**src/rtl/logic_gate_pipe.sv**
```systemverilog
// Two-stage valid/ready bitwise logic pipe: S1 registers operands, S2 registers the gate result.
// Define LOGIC_GATE_PIPE_POPCNT_EN to add out_ones, the population count of y registered with it.
module logic_gate_pipe #(
    parameter int unsigned WIDTH = 8
) (
    input  logic                           clk,
    input  logic                           rst,
    input  logic                           in_valid,
    output logic                           in_ready,
    input  logic [WIDTH-1:0]               a,
    input  logic [WIDTH-1:0]               b,
    input  logic [2:0]                     op,
    output logic                           out_valid,
    input  logic                           out_ready,
    output logic [WIDTH-1:0]               y,
`ifdef LOGIC_GATE_PIPE_POPCNT_EN
    output logic [$clog2(WIDTH+1)-1:0]     out_ones,
`endif
    output logic [2:0]                     out_op
);

    localparam int unsigned OnesW = $clog2(WIDTH + 1);

    logic             s1_valid_q, s1_valid_d;
    logic [WIDTH-1:0] s1_a_q, s1_b_q;
    logic [2:0]       s1_op_q;
    logic             s2_valid_q, s2_valid_d;
    logic [WIDTH-1:0] y_q, gate_d;
    logic [2:0]       op_q;
    logic             s1_adv, s2_adv;
    logic             s1_load, s2_load;

    assign s2_adv   = !s2_valid_q || out_ready;
    assign s1_adv   = !s1_valid_q || s2_adv;
    assign in_ready = s1_adv;

    assign s1_load    = s1_adv && in_valid;
    assign s2_load    = s2_adv && s1_valid_q;
    assign s1_valid_d = s1_adv ? in_valid : s1_valid_q;
    assign s2_valid_d = s2_adv ? s1_valid_q : s2_valid_q;

    always_comb begin
        gate_d = '0;
        unique case (s1_op_q)
            3'b000:  gate_d = s1_a_q & s1_b_q;
            3'b001:  gate_d = s1_a_q | s1_b_q;
            3'b010:  gate_d = s1_a_q ^ s1_b_q;
            3'b011:  gate_d = ~(s1_a_q & s1_b_q);
            3'b100:  gate_d = ~(s1_a_q | s1_b_q);
            3'b101:  gate_d = ~(s1_a_q ^ s1_b_q);
            3'b110:  gate_d = s1_a_q & ~s1_b_q;
            default: gate_d = s1_a_q;
        endcase
    end

    // Operand registers are never observed while s1_valid_q is low, so they skip reset.
    always_ff @(posedge clk) begin
        if (rst) begin
            s1_valid_q <= 1'b0;
            s2_valid_q <= 1'b0;
            y_q        <= '0;
            op_q       <= '0;
        end else begin
            s1_valid_q <= s1_valid_d;
            s2_valid_q <= s2_valid_d;
            if (s2_load) begin
                y_q  <= gate_d;
                op_q <= s1_op_q;
            end
        end
    end

    always_ff @(posedge clk) begin
        if (!rst && s1_load) begin
            s1_a_q  <= a;
            s1_b_q  <= b;
            s1_op_q <= op;
        end
    end

`ifdef LOGIC_GATE_PIPE_POPCNT_EN
    logic [OnesW-1:0] ones_d, ones_q;

    always_comb begin
        ones_d = '0;
        for (int unsigned i = 0; i < WIDTH; i++) begin
            ones_d = ones_d + OnesW'(gate_d[i]);
        end
    end

    always_ff @(posedge clk) begin
        if (rst) begin
            ones_q <= '0;
        end else if (s2_load) begin
            ones_q <= ones_d;
        end
    end

    assign out_ones = ones_q;
`endif

    assign out_valid = s2_valid_q;
    assign y         = y_q;
    assign out_op    = op_q;

endmodule

```
**config.mk**
```make
export PLATFORM = sky130hd
export DESIGN_NAME = logic_gate_pipe
export DESIGN_NICKNAME = d
export VERILOG_FILES = /design/src/rtl/logic_gate_pipe.sv
export SDC_FILE = /design/constraint.sdc
export NUM_CORES = 1
export LEC_CHECK = 0
export ABC_AREA = 1
export CAP_MARGIN = 10
export CORE_ASPECT_RATIO = 0.6
export CORE_MARGIN = 3
export CORE_UTILIZATION = 25
export CTS_CLUSTER_SIZE = 40
export DETAILED_ROUTE_END_ITERATION = 7
export GPL_TIMING_DRIVEN = 0
export REMOVE_ABC_BUFFERS = 1
export SKIP_LAST_GASP = 1
export SLEW_MARGIN = 25
export SYNTH_ARGS = -nofsm -noshare
export SYNTH_HDL_FRONTEND = slang
export SYNTH_SLANG_ARGS = --single-unit
export TNS_END_PERCENT = 50
```
**constraint.sdc**
```tcl
create_clock -name clk -period 4.1 [get_ports clk]
set_input_delay 1.025 -clock clk [delete_from_list [all_inputs] [get_ports clk]]
set_output_delay 1.025 -clock clk [all_outputs]
set_load 0.02 [all_outputs]
```
# After elaboration in Yosys (flattened, before gate mapping)
# Cells that the tools add are included.
# Widths: inputs -> output; s select.
[word_totals]
output_inout_bits = 13
reg_bits = 32
in_bits = 23
elab_cells = 31
[op_classes]
n_eq_ne = 6
reduce_logical = 9
bitwise_logic = 8
mux = 1
[op_table]
columns = ["cell", "n"]
rows = [
  ["$pmux 8 s7", 1],
  ["$not 8->8", 4],
  ["$and 8x8->8", 2],
  ["$eq 3x3->1 const B", 3],
  ["$or 8x8->8", 1],
  ["$xor 8x8->8", 1],
  ["$eq 3x2->1 const B", 2],
  ["$eq 3x1->1 const B", 1],
  ["$logic_and 1x1->1", 3],
  ["$logic_not 1->1", 3],
  ["$logic_not 3->1", 1],
  ["$logic_or 1x1->1", 2],
]

# Depth between registers and ports, before layout
[logic_depth]
depth_word = 5
mapped_depth = 9
mapped_depth_nobuf = 9

# Least setup slack after synthesis
# No wires, ideal clock.
[synth_path]
path_type = "input port to output port"
from = "in out_ready"
to = "out in_ready"
setup_slack_ns = 1.801
t_arrival_ns = 1.274
n_path_buf = 0
cell_stages = 2
cell_sequence = "inv_1 > nand3_1"
[synth_between]
elab_chain_cells = 2
[synth_lines]
columns = ["item", "line", "source"]
rows = [
  ["start: declaration", "14", "input logic out_ready,"],
  ["$logic_or 1x1->1", "33", "assign s2_adv = !s2_valid_q || out_ready;"],
  ["$logic_or 1x1->1", "34", "assign s1_adv = !s1_valid_q || s2_adv;"],
  ["end: declaration", "9", "output logic in_ready,"],
]
# No other way between the ends.

# Final worst setup path
# Same ends and word-level chain as after synthesis.

==> impl_metrics.yaml <==
synthesis:
  synth_top_area_share: 0.272
  synth_area_leaders: "edfxtp_1 (27%), ha_1 (14%), dfxtp_1 (12%)"
  syn_area_um2: 2100
  ys_seq_area_frac: 0.396
  ys_seq_elements: 32
  postSynthAreaPerCell_um2: 8.03
  yosysUniqueCellTypes: 21
  yosys.area.top_type: "edfxtp_1"
  yosysWarnings: 0
  netlist_instances: 261
pwr:
  p_seq_frac: 0.422
  p_sw_uw: 218
  p_total_uw: 894
  p_int_uw: 675
  leakage_uw: 0.00121
  ir_drop_v: 0.000141
  switching_share: 0.244
  powerDensity_nw_per_um2: 337
  power_frac_clock: 0.439
  combPwrFrac: 0.138
floorplan:
  dieArea_um2: 9550
  die_x_um: 124
  die_y_um: 76.9
  coreArea_um2: 8010
  start_util: 0.262
  num_rows: 25
  io_pins: 36
cts:
  postCtsSetupBuffers: 0
  cts_max_level: 2
  path_clk_slew_ps: 50
  clock_sinks: 32
  cts_buffers: 5
  worstSkewPairLatency_ps: 280
  clock_path_buffers: 2
  hold_buffers: 0
  cts_resized: 0
  cts_tree: "done"
  clock_tree.root_cell: "clkbuf_16"
sta:
  fin_crit_sh: 0.794
  holdWs_ps: 483
  hold_violations: 0
  rsz0062_at_grt: "no"
  setup_viol: 0
  skew_ps: 3.81
  final_max_slew_viol_count: 0
  clock.fmax_mhz: 307
  finalCriticalPeriod_ps: 3260
  slew_headroom: 0.350
  worst_slew_pin_slew_ps: 975
  tns_ps: 0
detailed_routing:
  via_per_inst: 4.37
  vias: 1753
  wl_mm: 4.91
  drt-initial-drc-count: 56
  top_layer: "met4"
  wl_per_cell_um: 12.2
  drcViolationCount: 0
  wl_met2_mm: 2.12
  ant_nets: 0
  drt_first_pass_iters: 4
  wl_met1_mm: 2.46
  met3_length_um: 235
worst_setup_path:
  reg2reg_setup_slack_ps: 1850
  cp_data_required_time_ps: 3070
  timing.rr.end: "y[6]"
  r2r_cells: 6
  end_kind: "output port"
  path_max_fanout: 3
  cp.arrival_ps: 2230
  start_kind: "input port"
  regToRegStartpoint: "s1_op_q[2]"
  critPathKind: "in -> out"
layout:
  antenna_cells: 0
  post-route-util: 0.331
  synthToLayoutAreaGrowth_pct: 26.6
  fin_nets: 339
  mostFrequentLayoutCells: "nand2_1 (43), nor2_1 (42), inv_1 (36), clkdlybuf4s50_1 (35), nand3_1 (34)"
  layout_commonest_cell: "nand2_1"
  drive_above_1_share: 0.0512
global_route:
  grt_max_degree: 27
  overflow: 0
  track_usage: 0.109
  first_global_vias: 1725
  antenna_found_initial: 0
  grt_pass1_wl_mm: 8.37
worst_hold_path:
  whs_path_depth: 2
  hold_path_class: "reg -> reg"
  worstHoldEndpoint: "out_op[1]"
  hold_start: "out_op[1]"
run_status:
  status: "finished, final reports clean"
placement:
  port_buffers: 35
  hpwl_mm: 3.35
  gp_congestion: 0.839
flow_run:
  drv_cap: 0
-- cell type report --
type / count / area [um2]
multi-input combinational: 180 / 1040
fill: 861 / 5350
clock buffer: 8 / 156
inverter: 38 / 145
sequential: 32 / 831
tap: 108 / 135
timing repair buffer: 35 / 350
-- power by group through the flow --
stage               Clock, uW  Combinational (uW)  Sequential [uW]
global placement            0                 122              383
floorplan                   0                57.7              390
detailed placement          0                 124              384
CTS                       403                 124              378
global route              414                 139              380
finish                    393                 123              378
-- critical path, stage by stage --
cell and delay [ps]:
clkdlybuf4s50_1 450, inv_1 40, nand3_1 100, clkdlybuf4s50_1 620
-- flip-flops by register name, summed over array words and instances, names as in the netlist --
register    cells
s1_b_q          8
out_valid       1
s1_a_q          8
out_op          3
s1_valid_q      1
y               8
s1_op_q         3
-- worst max path at each step --
stage,endpoint,start,depth (start not counted),slack (ps)
2_1_floorplan,in_ready,out_ready,2,1800
3_3_place_gp,in_ready,out_ready,4,840
3_5_place_dp,in_ready,out_ready,4,840
4_1_cts,in_ready,out_ready,4,840
5_1_grt,in_ready,out_ready,4,770
6_report,in_ready,out_ready,4,840
-- synthesized netlist by cell type --
library cell,number
o21ai_0,12
inv_2,1
nor2_4,2
nor2_8,1
buf_6,3
inv_4,1
ha_1,24
nor2_2,1
clkbuf_8,1
nand4_1,16
nand3_1,34
dfxtp_1,13
inv_1,36
a21oi_1,3
nor2_1,42
nand2_4,2
nand2_1,43
edfxtp_1,19
buf_2,5
clkbuf_1,1
buf_4,1
-- metrics by stage --
step / area [um2] / std cells / worst slack (ps)
final: 2650 / 401 / 845
after floorplan: 2010 / 250 / 1800
after global routing: 2650 / 401 / 774
after detailed placement: 2500 / 393 / 840
after global placement: 2500 / 393 / 839
after CTS: 2650 / 401 / 840
-- metal layers --
metal,track usage,vias to the layer above
met5,0,-
met4,0.0514,0
met3,0.0397,10
met2,0.158,36
met1,0.145,794
li1,-,913
-- cells by family after synthesis --
| family | count (synthesis) | share of synthesized area |
|---|---|---|
| AOI/OAI and AO/OA | 15 | 0.0358 |
| adders and majority gates | 24 | 0.143 |
| buffers and inverters | 49 | 0.109 |
| DFF | 32 | 0.396 |
| and+or+nand+nor | 141 | 0.315 |
(Power assumes the default switching activity.)
